<file path="src/rtl/bullet_controller.sv">
// -----------------------------------------------------------------------------
// bullet_controller
//
// Owns the single bullet of one tank. Launches it from the tank centre on a
// rising edge of the fire button, steps it one STEP_B per frame tick along the
// launch direction, and retires it on a target kill, a wall hit or a screen
// exit. A retired bullet is followed by a COOLDOWN_FRAMES-tick refire cooldown.
//
// Ports
//   Clk          : system clock
//   Reset        : synchronous, active-high reset
//   frame_tick   : one-Clk pulse per video frame
//   fire         : fire button level (acted on at its rising edge)
//   X_Tank       : owning tank top-left X
//   Y_Tank       : owning tank top-left Y
//   tank_dir     : owning tank motion (0 still, 1 up, 2 right, 3 left, 4 down)
//   hit          : checker verdict for this bullet (2'b00 = wall hit)
//   target_alive : checker verdict for the opposing tank (0 = struck)
//   X_Bullet     : bullet top-left X (0 when no bullet)
//   Y_Bullet     : bullet top-left Y (0 when no bullet)
//   bullet_dir   : bullet direction, 0 = no bullet
//   saveX        : tank X latched at launch
//   saveY        : tank Y latched at launch
//   kill         : one-Clk pulse when this bullet destroys the target
//   ready        : high while a new shot may be fired
// -----------------------------------------------------------------------------
module bullet_controller #(
  parameter logic [9:0] STEP_B          = 10'd5,
  parameter logic [9:0] BULLET_SIZE     = 10'd8,
  parameter logic [9:0] TANK_SIZE       = 10'd32,
  parameter logic [9:0] SCREEN_W        = 10'd640,
  parameter logic [9:0] SCREEN_H        = 10'd480,
  parameter logic [4:0] COOLDOWN_FRAMES = 5'd16
) (
  input  logic       Clk,
  input  logic       Reset,
  input  logic       frame_tick,
  input  logic       fire,
  input  logic [9:0] X_Tank,
  input  logic [9:0] Y_Tank,
  input  logic [2:0] tank_dir,
  input  logic [1:0] hit,
  input  logic       target_alive,
  output logic [9:0] X_Bullet,
  output logic [9:0] Y_Bullet,
  output logic [2:0] bullet_dir,
  output logic [9:0] saveX,
  output logic [9:0] saveY,
  output logic       kill,
  output logic       ready
);

  typedef enum logic [1:0] {
    S_IDLE     = 2'd0,
    S_FLYING   = 2'd1,
    S_COOLDOWN = 2'd2
  } state_t;

  localparam logic [2:0] DIR_UP    = 3'd1;
  localparam logic [2:0] DIR_RIGHT = 3'd2;
  localparam logic [2:0] DIR_LEFT  = 3'd3;
  localparam logic [2:0] DIR_DOWN  = 3'd4;

  // Offset that centres the bullet square inside the tank square.
  localparam logic [9:0] SPAWN_OFS = (TANK_SIZE - BULLET_SIZE) >> 1;

  // Far-edge limits in 11 bits so the sum cannot overflow.
  localparam logic [10:0] FAR_REACH = {1'b0, BULLET_SIZE} + {1'b0, STEP_B};

  state_t     state_q;
  logic [9:0] x_bullet_q;
  logic [9:0] y_bullet_q;
  logic [2:0] bullet_dir_q;
  logic [9:0] save_x_q;
  logic [9:0] save_y_q;
  logic       kill_q;
  logic       ready_q;
  logic [4:0] cd_cnt_q;
  logic       fire_q;
  logic [2:0] face_q;
  // Set when fire is high during reset; blocks launches until fire is released.
  logic       fire_hold_q;

  logic       fire_rise_d;
  logic       exit_d;
  logic       retire_d;
  logic [9:0] x_step_d;
  logic [9:0] y_step_d;

  assign fire_rise_d = fire & ~fire_q & ~fire_hold_q;

  // Screen-exit test for the next step; evaluated before any subtraction so
  // the position never wraps below zero.
  always_comb begin
    exit_d = 1'b0;
    case (bullet_dir_q)
      DIR_UP:    exit_d = (y_bullet_q < STEP_B);
      DIR_LEFT:  exit_d = (x_bullet_q < STEP_B);
      DIR_RIGHT: exit_d = ({1'b0, x_bullet_q} + FAR_REACH) > {1'b0, SCREEN_W};
      DIR_DOWN:  exit_d = ({1'b0, y_bullet_q} + FAR_REACH) > {1'b0, SCREEN_H};
      default:   exit_d = 1'b0;
    endcase
  end

  always_comb begin
    x_step_d = x_bullet_q;
    y_step_d = y_bullet_q;
    case (bullet_dir_q)
      DIR_UP:    y_step_d = y_bullet_q - STEP_B;
      DIR_LEFT:  x_step_d = x_bullet_q - STEP_B;
      DIR_RIGHT: x_step_d = x_bullet_q + STEP_B;
      DIR_DOWN:  y_step_d = y_bullet_q + STEP_B;
      default: begin
        x_step_d = x_bullet_q;
        y_step_d = y_bullet_q;
      end
    endcase
  end

  // Kill outranks wall hit, which outranks screen exit; all three retire.
  assign retire_d = frame_tick & (~target_alive | (hit == 2'b00) | exit_d);

  always_ff @(posedge Clk) begin
    if (Reset) begin
      state_q      <= S_IDLE;
      x_bullet_q   <= 10'd0;
      y_bullet_q   <= 10'd0;
      bullet_dir_q <= 3'd0;
      save_x_q     <= 10'd0;
      save_y_q     <= 10'd0;
      kill_q       <= 1'b0;
      ready_q      <= 1'b1;
      cd_cnt_q     <= 5'd0;
      fire_q       <= 1'b0;
      face_q       <= DIR_UP;
      fire_hold_q  <= fire;
    end else begin
      fire_q <= fire;
      if (!fire) begin
        fire_hold_q <= 1'b0;
      end
      // Only legal directions are remembered, so a bullet always moves.
      if (tank_dir >= DIR_UP && tank_dir <= DIR_DOWN) begin
        face_q <= tank_dir;
      end
      kill_q <= 1'b0;

      case (state_q)
        S_IDLE: begin
          if (fire_rise_d) begin
            state_q      <= S_FLYING;
            ready_q      <= 1'b0;
            bullet_dir_q <= face_q;
            save_x_q     <= X_Tank;
            save_y_q     <= Y_Tank;
            x_bullet_q   <= X_Tank + SPAWN_OFS;
            y_bullet_q   <= Y_Tank + SPAWN_OFS;
          end
        end

        S_FLYING: begin
          if (retire_d) begin
            state_q      <= S_COOLDOWN;
            kill_q       <= ~target_alive;
            bullet_dir_q <= 3'd0;
            x_bullet_q   <= 10'd0;
            y_bullet_q   <= 10'd0;
            cd_cnt_q     <= COOLDOWN_FRAMES - 5'd1;
          end else if (frame_tick) begin
            x_bullet_q <= x_step_d;
            y_bullet_q <= y_step_d;
          end
        end

        S_COOLDOWN: begin
          if (frame_tick) begin
            if (cd_cnt_q == 5'd0) begin
              state_q <= S_IDLE;
              ready_q <= 1'b1;
            end else begin
              cd_cnt_q <= cd_cnt_q - 5'd1;
            end
          end
        end

        default: begin
          state_q <= S_IDLE;
          ready_q <= 1'b1;
        end
      endcase
    end
  end

  assign X_Bullet   = x_bullet_q;
  assign Y_Bullet   = y_bullet_q;
  assign bullet_dir = bullet_dir_q;
  assign saveX      = save_x_q;
  assign saveY      = save_y_q;
  assign kill       = kill_q;
  assign ready      = ready_q;

endmodule

</file>
<file path="config.mk">
export PLATFORM = sky130hd
export DESIGN_NAME = bullet_controller
export DESIGN_NICKNAME = d
export VERILOG_FILES = /design/src/rtl/bullet_controller.sv
export SDC_FILE = /design/constraint.sdc
export NUM_CORES = 1
export LEC_CHECK = 0
export ABC_AREA = 0
export BUFFER_PORTS_ARGS = -buffer_cell sky130_fd_sc_hd__buf_2
export CORE_ASPECT_RATIO = 1.25
export CORE_MARGIN = 1.5
export CORE_UTILIZATION = 30
export DETAILED_ROUTE_END_ITERATION = 10
export GPL_TIMING_DRIVEN = 0
export PLACE_DENSITY_LB_ADDON = 0.1
export RECOVER_POWER = 25
export SLEW_MARGIN = 20
export SYNTH_ARGS = -nofsm -noshare
export SYNTH_HDL_FRONTEND = slang
export SYNTH_SLANG_ARGS = --single-unit
</file>
<file path="constraint.sdc">
create_clock -name Clk -period 2.9 [get_ports Clk]
set_clock_uncertainty 0.15 [all_clocks]
set_input_delay 0.87 -clock Clk [delete_from_list [all_inputs] [get_ports Clk]]
set_output_delay 0.87 -clock Clk [all_outputs]
set_load 0.005 [all_outputs]
</file>
Yosys cells after proc, flatten, opt, wreduce, memory -nomap -nowiden
Cells that the tools add are included.
{ "word_totals": {"reg_bits": 57, "in_bits": 30, "output_inout_bits": 45, "wordCells": 95} }
{ "classes": {"eq_ne": 15, "magnitude_cmp": 6, "n_addsub": 9, "bitwise_logic": 10, "n_reduce_logical": 14, "mux": 29} }
{ "ops": {"columns": ["op", "count"], "rows": [
  ["$pmux W10 S2", 4],
  ["$mux W10", 6],
  ["$add A10 B4 Y11 const B", 2],
  ["$add A10 B3 Y10 const B", 2],
  ["$add A10 B4 Y10 const B", 2],
  ["$lt A10 B3 Y1 const B", 2],
  ["$reduce_and A4 Y1", 5],
  ["$sub A10 B3 Y10 const B", 2],
  ["$mux W5", 3],
  ["$ne A2 B2 Y1 const B", 6],
  ["$gt A11 B10 Y1 const B", 1],
  ["$gt A11 B9 Y1 const B", 1],
  ["$pmux W5 S2", 1],
  ["$mux W2", 4],
  ["$ne A4 B2 Y1 const B", 2],
  ["$eq A3 B2 Y1 const B", 2],
  ["$mux W3", 2],
  ["$pmux W2 S3", 1],
  ["$pmux W3 S2", 1],
  ["$logic_not A5 Y1", 1],
  ["$mux W1", 5],
  ["$not A1 Y1", 5],
  ["$sub A5 B1 Y5 const B", 1],
  ["$logic_not A2 Y1", 2],
  ["other kinds (16)", 20]
]} }

Depth between registers and ports, before layout
{ "depth": {"ltp_word": 7, "mapped_depth": 11, "depth_no_buf": 9} }

Worst setup path before layout
Ideal clock, no wire load.
{ "synth_path": {"path_kind": "input-to-reg", "startpoint": "in fire", "endpoint": "reg x_bullet_q[7] (netlist: X_Bullet[7])", "t_required_ps": 2632, "arrival_ps": 2407, "n_path_buf": 0, "stages": 7, "setup_ps": 118, "slack_ps": 226, "path_cell_list": "or3b_2 o21a_1 nor2_1 nand2_1 mux2_2 a32oi_1 nor2_1"} }
{ "synth_between": {"elab_chain_len": 4} }
{ "synth_rtl": {"columns": ["element", "line", "source"], "rows": [
  ["start, declared", "38", "input logic fire,"],
  ["$and A1 B1 Y1 (2 in a row)", "90", "assign fire_rise_d = fire & ~fire_q & ~fire_hold_q;"],
  ["$ne A2 B2 Y1 (no source line)", null, null],
  ["$reduce_and A4 Y1 (no source line)", null, null],
  ["end signal, assigned", "156", "x_bullet_q <= X_Tank + SPAWN_OFS;"],
  ["end signal, assigned", "170", "x_bullet_q <= x_step_d;"],
  ["end, declared", "71", "logic [9:0] x_bullet_q;"]
]} }
Every way passes these cells.
A chain may end at the register's enable or synchronous reset.

Worst setup path after layout
{ "layout_path": {"startpoint": "reg y_bullet_q[0] (netlist: Y_Bullet[0])", "endpoint": "reg x_bullet_q[1] (netlist: X_Bullet[1])"} }
{ "layout_between": {"elab_chain_len": 7, "word_cells_on_any_way": 11, "cone_classes": "1 x add/sub; 2 x order compare; 2 x eq/ne; 3 x mux; 2 x bitwise; 1 x reduce/logical"} }
{ "layout_rtl": {"columns": ["element", "line", "source"], "rows": [
  ["start, declared", "72", "logic [9:0] y_bullet_q;"],
  ["start signal, assigned", "157", "y_bullet_q <= Y_Tank + SPAWN_OFS;"],
  ["start signal, assigned", "171", "y_bullet_q <= y_step_d;"],
  ["$add A10 B4 Y11", "100", "DIR_DOWN: exit_d = ({1'b0, y_bullet_q} + FAR_REACH) > {1'b0, SCREEN_H};"],
  ["$gt A11 B9 Y1", "100", null],
  ["$pmux W1 S4 *", "96", "case (bullet_dir_q)"],
  ["$or A1 B1 Y1 *", "121", "assign retire_d = frame_tick & (~target_alive | (hit == 2'b00) | exit_d);"],
  ["$and A1 B1 Y1 *", "121", null],
  ["$ne A4 B2 Y1 (no source line) (tied with other cells)", null, null],
  ["$reduce_and A4 Y1 (no source line) or $pmux W10 S2 (tied branches)", null, null]
]} }
Every way passes the cells marked *; elsewhere a longest branch is shown, timed or not.

==> results.tsv <==
metric	value	unit
status	finished clean	
numCtsBuffers	9	
cpPeakStageDelay	0.35	ns
area_growth	27.3	%
avgSynthCellArea	7.48	um2
gp_congestion	0.866	
synth_area_leader_cell	dfxtp_1	
grt_pass1_vias	3954	
powerDensity	600	nW/um2
grt_max_degree	11	
layout.nets	626	
vdd_drop_max	290	uV
clk_latency	0.33	ns
nFillCells	1335	
portBuffers	74	
post-route-period-util	0.969	
syn_nets	539	
hpwl	9.71	mm
antenna_found_initial	0	
final-setup-viol-count	0	
hold_violations	0	
cts_root_buf	clkbuf_16	
critical_path_class	flip-flop to flip-flop	
clock_sinks	57	
firstDrtPassIters	5	
num_vias	4050	
ys_async_sr_fraction	0	
rrSetupSlack	0.09	ns
h-tree-depth	3	
worst_slew_pin_slew	0.736	ns
overflow	0	
num_antenna_cells	0	
crit_chain	buf_4 > inv_1 > ha_1 > nand2b_1 > a41oi_2 > nand2_2 > a211oi_4 > o211ai_1 > and3_1 > a2111oi_4	
end_kind	flip-flop	
syn_area	3740	um2
clk_path_buf_depth	2	
swShare	0.328	
required	2.97	ns
finalWorstSetupSlack	0.0896	ns
fmax	356	MHz
core	12200	um2
dieHeight	128	um
drc	0	
seq_power_share	0.324	
ant_nets	0	
synth_enable_flop_cells	1	
pre_cts_ws	-0.308	ns
maxCapViolCount	0	
slew_viol_final	0	
cts_tree	done	
dr.first_iter.drc_count	196	
cpLargestDelayFamily	compound AO/OA/AOI/OAI gates	
dieArea	13100	um2
cp_num_buf_inv	2	
synth_cells	500	
grt_pass1_wl	20.3	mm
path_clk_slew	0.05	ns
synth_cell_types	70	
yosys_warnings	0	
grt_use_total	0.201	
viasPerCell	5.36	
clock_power_share	0.394	
synth_top_area_share	0.300	
ys_seq_elements	57	
p_comb_frac	0.281	
rsz0062_at_grt	true	
wl	12.9	mm
synth.area.top_cells	dfxtp_1 (30%), nand2_1 (7.7%), a21oi_1 (6.6%), o21ai_0 (3.3%), xnor2_1 (3.0%)	
fin_setup_tns	0	ns
initial_utilization	0.308	
p_leak	1.88	nW
min_period	2.81	ns
die_w	103	um
arrival	2.88	ns
yosysSeqAreaShare	0.308	
drive_gt1_frac	0.209	
ctsHoldBuffers	0	
critPathSlowestCell	dfxtp_2	
synthFlopType	dfxtp_1	
p_switching	938	uW
p_int	1.92	mW
boundaryPins	75	
min_path_type	flip-flop to flip-flop	
drt-wirelength-per-cell	17.0	um
rows	45	
slew_headroom	0.509	
path_max_fanout	8	
startpoint_type	flip-flop	
==> through the flow <==
step                hold WS [ns]  utilization  instance area [um2]  total power, mW  std cells
floorplan                  0.294            -                 3740             1.45        500
detailed placement         0.297        0.355                 4320             1.71        738
finish                     0.306        0.391                 4760             2.86        756
global route               0.330        0.391                 4760             3.01        756
CTS                        0.304        0.383                 4650             2.85        754
global placement           0.292        0.355                 4320             1.70        738
==> path summary, 6_finish.rpt <==
check / start / cells past startpoint / to
hold / removal: saveY[9] / 2 / saveY[9]
hold reg to reg: saveY[9] / 2 / saveY[9]
setup / recovery: Y_Bullet[0] / 10 / X_Bullet[1]
setup reg to reg: Y_Bullet[0] / 10 / X_Bullet[1]
==> kinds of logic (layout without fill, tap and decap cells) <==
group | count (synthesis) | after routing | share of synthesized area
and+or+nand+nor | 205 | 205 | 0.274
xor gates and xnor gates | 19 | 19 | 0.0445
DFF | 57 | 57 | 0.308
AOI/OAI and AO/OA | 147 | 147 | 0.260
adders and majority gates | 9 | 9 | 0.0301
buffers and inverters | 55 | 147 | 0.0612
muxes | 8 | 8 | 0.0224
==> synthesized netlist by cell type (3+ instances only) <==
master and instances:
nand4b_1 3, nand4_1 3, a31oi_1 11, and3_1 7
ha_1 9, nand2b_1 5, o21ai_0 25, buf_2 6
o21a_1 6, mux2i_1 5, xnor2_1 13, nor2_1 30
nand2_1 77, nor2b_1 8, o211a_1 4, a21oi_1 49
mux2_2 3, a221oi_1 4, buf_4 4, inv_1 20
or3_1 6, dfxtp_1 56, a21o_1 5, a32oi_1 3
xor2_1 6, or2_2 5, nor3b_1 3, o211ai_1 4
nand3b_1 4, nor4b_1 3, a211oi_1 5, o2111ai_1 3
nor4_1 4, nor3_1 18, clkbuf_1 23, nand3_1 16
==> worst min-delay path, cell delays in order, from the launching register on <==
cell and delay, ns:
dfxtp_1 0.31, nand2_1 0.05, a21oi_1 0.05
==> final cells by class <==
cell class,count,area [um2],share of cell area
Tap cell,164,205,0.0431
Clock buffer,12,267,0.0560
Timing Repair Buffer,77,378,0.0794
Buffer,34,160,0.0336
Inverter,20,75.1,0.0158
Multi-Input combinational cell,388,2470,0.520
Clock inverter,4,48.8,0.0103
Sequential cell,57,1150,0.242
==> power groups by stage <==
stage | clock network [mW] | logic, mW | registers, mW
floorplan | 0 | 0.522 | 0.931
CTS | 1.15 | 0.780 | 0.922
global route | 1.18 | 0.891 | 0.935
detailed placement | 0 | 0.773 | 0.938
global placement | 0 | 0.768 | 0.936
finish | 1.13 | 0.804 | 0.926
==> cells in the final DEF (no fill, tap or decap), drive strengths merged, types with 8 or more instances in the layout <==
master,synthesis,final
a21oi,49,49
nor2,31,31
dfxtp,56,56
clkbuf,23,46
xnor2,13,13
nor2b,8,8
nand2,77,77
buf,12,77
a31oi,11,11
nand3,17,17
ha,9,9
nor3,18,18
o21ai,27,27
inv,20,21
==> state kept, by name (all words and copies together) (netlist names), 2 cells and up <==
signal and cells:
state_q 2, Y_Bullet 10, bullet_dir 3, saveY 10, cd_cnt_q 5, face_q 3, X_Bullet 10, saveX 10
==> layer usage <==
metal,up-vias,routed length [um],track usage
met5,-,0,0
met4,0,448,0.0906
met3,33,640,0.0387
met2,126,6250,0.338
li1,1972,-,-
met1,1919,5520,0.247
==> what timing repair did <==
| item | in CTS | in global routing |
|---|---|---|
| gates resized for setup | 3 | 24 |
| hold endpoints to repair | 0 | 0 |
| buffers inserted | 0 | 3 |
| gates cloned | 0 | 0 |
| pin swaps | 0 | 6 |
| setup endpoints to repair | 8 | 28 |
Power figures use the tool's default switching activity.
